### src/rtl/cover_pkg.sv
// Shared constants, types and helpers for the toggle cover collectors.
package cover_pkg;

   localparam int COVER_TOTAL   = 38253;
   localparam int COVER_IDX_W   = 64;
   localparam int MAX_WIDTH     = 1024;
   localparam int MAX_COUNT_W   = 11;

   typedef logic [COVER_IDX_W-1:0] cover_idx_t;

   typedef enum logic {
      EMPTY = 1'b0,
      FULL  = 1'b1
   } out_state_t;

   function automatic int clog2(input int value);
      int result;
      result = 0;
      while ((1 << result) < value) begin
         result++;
      end
      return result;
   endfunction

   // Callers zero-extend their bitmap to MAX_WIDTH bits.
   function automatic logic [MAX_COUNT_W-1:0] popcount(input logic [MAX_WIDTH-1:0] bits);
      logic [MAX_COUNT_W-1:0] total;
      total = '0;
      for (int i = 0; i < MAX_WIDTH; i++) begin
         total = total + MAX_COUNT_W'(bits[i]);
      end
      return total;
   endfunction

endpackage

### src/rtl/cover_prio_enc.sv
// Combinational lowest-set-bit finder used to pick the next pending cover point.
module cover_prio_enc #(
   parameter int WIDTH = 23,
   parameter int POS_W = (WIDTH > 1) ? $clog2(WIDTH) : 1
) (
   input  logic [WIDTH-1:0] bits,
   output logic             any,
   output logic [POS_W-1:0] pos
);

   // Scanning downward lets the lowest set bit be the last one written.
   always_comb begin
      any = 1'b0;
      pos = '0;
      for (int i = WIDTH - 1; i >= 0; i--) begin
         if (bits[i]) begin
            any = 1'b1;
            pos = POS_W'(i);
         end
      end
   end

endmodule

### src/rtl/cover_toggle_collector.sv
// Sticky per-point toggle coverage: records first hits and streams each newly
// covered point once as a global cover index, with a running covered count.
module cover_toggle_collector #(
   parameter int WIDTH       = 23,
   parameter int COVER_INDEX = 0,
   parameter int COVER_TOTAL = cover_pkg::COVER_TOTAL,
   parameter int IDX_W       = 64
) (
   input  logic                         clock,
   input  logic                         reset,
   input  logic                         enable,
   input  logic                         clear,
   input  logic [WIDTH-1:0]             valid,
   output logic                         out_valid,
   input  logic                         out_ready,
   output logic [IDX_W-1:0]             out_index,
   output logic [$clog2(WIDTH+1)-1:0]   hit_count,
   output logic                         all_hit
);

   import cover_pkg::*;

   localparam int CNT_W = $clog2(WIDTH + 1);
   localparam int POS_W = (WIDTH > 1) ? $clog2(WIDTH) : 1;

   generate
      if (WIDTH < 1 || WIDTH > MAX_WIDTH || COVER_INDEX < 0 ||
          COVER_INDEX + WIDTH > COVER_TOTAL) begin : g_bad_params
         $error("cover_toggle_collector: illegal WIDTH/COVER_INDEX/COVER_TOTAL");
      end
   endgenerate

   logic [WIDTH-1:0] hit;
   logic [WIDTH-1:0] pending;
   logic [WIDTH-1:0] new_hits;
   logic [WIDTH-1:0] pending_next;
   logic [WIDTH-1:0] hit_next;
   logic [CNT_W-1:0] count_next;
   logic             any_pending;
   logic [POS_W-1:0] next_pos;
   logic             load;
   logic             take;
   out_state_t       state;

   cover_prio_enc #(
      .WIDTH (WIDTH),
      .POS_W (POS_W)
   ) u_prio (
      .bits (pending),
      .any  (any_pending),
      .pos  (next_pos)
   );

   assign out_valid = (state == FULL);

   // The output register may reload whenever it is empty or its beat is accepted;
   // a clear cycle forgets pending points, so nothing is loaded from them.
   always_comb begin
      new_hits = valid & ~hit & {WIDTH{enable & ~clear}};
      load     = (state == EMPTY) | out_ready;
      take     = load & any_pending & ~clear;

      hit_next     = hit | new_hits;
      pending_next = pending | new_hits;
      if (take) begin
         pending_next[next_pos] = 1'b0;
      end
      count_next = hit_count + CNT_W'(popcount(MAX_WIDTH'(new_hits)));

      if (clear) begin
         hit_next     = '0;
         pending_next = '0;
         count_next   = '0;
      end
   end

   always_ff @(posedge clock or negedge reset) begin
      if (!reset) begin
         hit       <= '0;
         pending   <= '0;
         hit_count <= '0;
         all_hit   <= 1'b0;
         state     <= EMPTY;
         out_index <= '0;
      end else begin
         hit       <= hit_next;
         pending   <= pending_next;
         hit_count <= count_next;
         all_hit   <= (count_next == CNT_W'(WIDTH));
         if (load) begin
            state <= take ? FULL : EMPTY;
            if (take) begin
               out_index <= IDX_W'(COVER_INDEX) + IDX_W'(next_pos);
            end
         end
      end
   end

endmodule
### config.mk
export PLATFORM = sky130hd
export DESIGN_NAME = cover_toggle_collector
export DESIGN_NICKNAME = d
export VERILOG_FILES = /design/src/rtl/cover_pkg.sv /design/src/rtl/cover_prio_enc.sv /design/src/rtl/cover_toggle_collector.sv
export SDC_FILE = /design/constraint.sdc
export NUM_CORES = 1
export LEC_CHECK = 0
export ABC_CLOCK_PERIOD_IN_PS = 4100
export CORE_MARGIN = 10
export CORE_UTILIZATION = 45
export CTS_CLUSTER_DIAMETER = 40
export DETAILED_ROUTE_END_ITERATION = 16
export PLACE_DENSITY = 0.78
export SETUP_SLACK_MARGIN = 0.05
export SLEW_MARGIN = 25
export SYNTH_ARGS = -nofsm -noshare
export SYNTH_HDL_FRONTEND = slang
export SYNTH_HIERARCHICAL = 1
export SYNTH_SLANG_ARGS = --single-unit
### constraint.sdc
create_clock -name clock -period 4.1 [get_ports clock]
set_input_delay 1.025 -clock clock [delete_from_list [all_inputs] [get_ports clock]]
set_output_delay 1.025 -clock clock [all_outputs]
set_load 0.02 [all_outputs]
==> impl_metrics.env <==
export IMPL_ys_seq_area_frac=0.389
export IMPL_tritoncts="built"
export IMPL_grt_max_degree=50
export IMPL_setup_tns_ps=-9550
export IMPL_worst_pin_slew_ps=950
export IMPL_root_buffer="clkbuf_8"
export IMPL_required_ps=4360
export IMPL_peakVddDrop_mv=0.416
export IMPL_synth_distinct_cells=45
export IMPL_avgSynthCellArea_um2=9.90
export IMPL_cts_path_max_buffers=2
export IMPL_syn_cell_area_um2=3730
export IMPL_slew_viol_final=0
export IMPL_cap_viol_max_count=0
export IMPL_cts_inserted_buffers=9
export IMPL_layout_setup_ws_ps=-1290
export IMPL_drc=0
export IMPL_finalCritPeriodShare=1.31
export IMPL_grt_pass1_vias=4227
export IMPL_cts_htree_levels=3
export IMPL_vias_per_cell=5.47
export IMPL_startpoint_type="primary input"
export IMPL_die_w_um=111
export IMPL_total_power_uw=2340
export IMPL_slew_headroom=0.365
export IMPL_vias=3789
export IMPL_cts_sinks=58
export IMPL_syn_inst=377
export IMPL_yosysWarnings=6
export IMPL_drive_above_1_share=0.384
export IMPL_pin_count=99
export IMPL_port_buffers=39
export IMPL_synth_edf_count=0
export IMPL_nNetsFinal=639
export IMPL_grt_pass1_wl_um=22500
export IMPL_core_area_um2=8130
export IMPL_fmax_mhz=185
export IMPL_p_per_area_nw_per_um2=422
export IMPL_yosys_top_cells_area="dfrtp_1 39%, buf_4 12%, fa_1 9.7%"
export IMPL_syn_to_final_growth_pct=48.5
export IMPL_rows=33
export IMPL_antenna_cells=0
export IMPL_floorplan_initialDensity=0.459
export IMPL_rsz0062_at_grt="true"
export IMPL_ant_nets=0
export IMPL_drt_pass1_iterations=5
export IMPL_grt_overflow=0
export IMPL_hold_violations=0
export IMPL_dr_first_iter_drc_count=285
export IMPL_hp_class="reg -> reg"
export IMPL_critical_path_class="in -> reg"
export IMPL_place_gp_congestion=0.882
export IMPL_insertion_delay_ps=360
export IMPL_die_y_um=111
export IMPL_synth_top_area_frac=0.389
export IMPL_critPathMaxFanout=5
export IMPL_final_setup_viol_count=9
export IMPL_post_synth_top_area_cell="dfrtp_1"
export IMPL_ys_ff_latch=58
export IMPL_clock_skew_ps=5.85
export IMPL_status="finished, violations left"
export IMPL_synth_ff_type="dfrtp_1"
export IMPL_grtUsageTotal=0.229
export IMPL_violations="setup timing"
export IMPL_crit_arrival_ps=5660
export IMPL_dp_hpwl_um=6890
export IMPL_route_detailed_wl_per_inst_um=21.1
export IMPL_clkTransAtPathRegs_ps=70
export IMPL_antenna_found_initial=0
export IMPL_fp_dieArea_um2=12300
export IMPL_synth_async_sr_flop_share=1.00
export IMPL_cp_end_kind="register"
export IMPL_drt_wl_total_um=14600
export IMPL_power_leakage_uw=0.00274
export IMPL_cts_hold_buf=0
export IMPL_period_minus_slack_ps=5390
[per-stage QoR]
stage	hold slack, ps	area, µm²	setup WS (ps)	util	instances
2_1_floorplan	454	3990	-1110	-	435
3_3_place_gp	460	4270	-1670	0.524	547
3_5_place_dp	467	4270	-1810	0.524	547
4_1_cts	484	5620	-996	0.691	710
5_1_grt	494	5540	-1370	0.681	693
6_report	475	5540	-1290	0.681	693
[routing by layer]
layer	GRT usage	up-vias	part of all wire
li1	-	1577	-
met2	0.365	295	0.47
met3	0.0996	97	0.11
met1	0.228	1820	0.35
met4	0.184	0	0.076
met5	0	-	0
[final timing paths]
| path | startpoint | depth (start not counted) | slack, ps | to |
|---|---|---|---|---|
| max | clear | 17 | -1290 | all_hit |
| min | out_index[0] | 2 | 480 | out_index[0] |
| max reg2reg | hit[14] | 15 | -650 | all_hit |
| min reg2reg | out_index[0] | 2 | 480 | out_index[0] |
| max in group asynchronous | reset | 2 | 2540 | out_index[4] |
| min in group asynchronous | reset | 1 | 670 | hit[19] |
[state kept, by name (all words and copies together), names as in the netlist]
| name | count |
|---|---|
| hit_count | 5 |
| pending | 23 |
| out_index | 5 |
| out_valid | 1 |
| hit | 23 |
| all_hit | 1 |
[cell type report]
cell class / count / area, µm²
Sequential cell: 58 / 1450
Tap cell: 105 / 131
Fill cell: 567 / 2590
Clock inverter: 6 / 58.8
Multi-Input combinational cell: 265 / 1940
Clock buffer: 9 / 124
Timing Repair Buffer: 208 / 1680
Inverter: 42 / 158
[placed cells by master (no fill, tap or decap), types with 3 or more instances in the layout]
cell,netlist,final
nor3_1,6,6
buf_6,1,5
nand3b_1,18,18
dfrtp_1,58,58
dlygate4sd2_1,0,10
o21ai_0,3,3
a21oi_1,27,25
nand2b_1,3,3
nand2_1,9,9
a211oi_1,5,5
nor3b_2,0,3
nor2_1,39,39
conb_1,1,59
clkbuf_8,0,9
nor3b_1,10,7
a221oi_2,1,6
nor4_1,6,6
clkinv_2,0,4
nor2b_1,5,4
a221oi_1,18,13
mux2_2,3,3
inv_2,0,6
clkdlybuf4s50_1,0,26
buf_4,60,164
fa_2,0,7
fa_1,18,11
ha_1,9,7
inv_1,42,36
[synthesized netlist by cell type, types with 5 or more instances]
library cell,number
a211oi_1,5
a21oi_1,27
a221oi_1,18
buf_4,60
clkbuf_1,5
dfrtp_1,58
fa_1,18
ha_1,9
inv_1,42
nand2_1,9
nand3b_1,18
nor2_1,39
nor2b_1,5
nor3_1,6
nor3b_1,10
nor4_1,6
[worst max-delay path, cell delays in order]
cell and delay (ps):
buf_12 110, nor2b_4 160, buf_6 150, buf_6 110, nand3b_1 150, fa_1 600
fa_2 470, fa_2 630, fa_2 440, fa_1 540, inv_2 70, ha_4 160
fa_2 380, a21o_1 180, a21oi_2 170, xnor2_2 90, nor3b_2 200
[logic make-up (layout without fill, tap and decap cells)]
| family | after synthesis | after routing | share of synthesized area |
|---|---|---|---|
| and+or+nand+nor | 106 | 106 | 0.163 |
| xor gates and xnor gates | 5 | 5 | 0.0117 |
| adders and majority gates | 27 | 27 | 0.127 |
| muxes | 3 | 3 | 0.00905 |
| AOI/OAI and AO/OA | 65 | 65 | 0.121 |
| other | 1 | 59 | 0.00100 |
| DFF | 58 | 58 | 0.389 |
| buffers and inverters | 112 | 265 | 0.178 |
[repair_timing]
| action | CTS | global route |
|---|---|---|
| resized for setup | 36 | 12 |
| setup endpoints to repair | 6 | 11 |
| buffers inserted | 148 | 7 |
| pin swaps | 20 | 6 |
[power by group]
| part | leakage (µW) | internal (µW) | switching [µW] |
|---|---|---|---|
| registers | 0.000769 | 637 | 48.4 |
| logic | 0.00187 | 528 | 604 |
| clock network | 0.0000986 | 274 | 247 |
| total | 0.00274 | 1440 | 899 |
(Power assumes the default switching activity.)
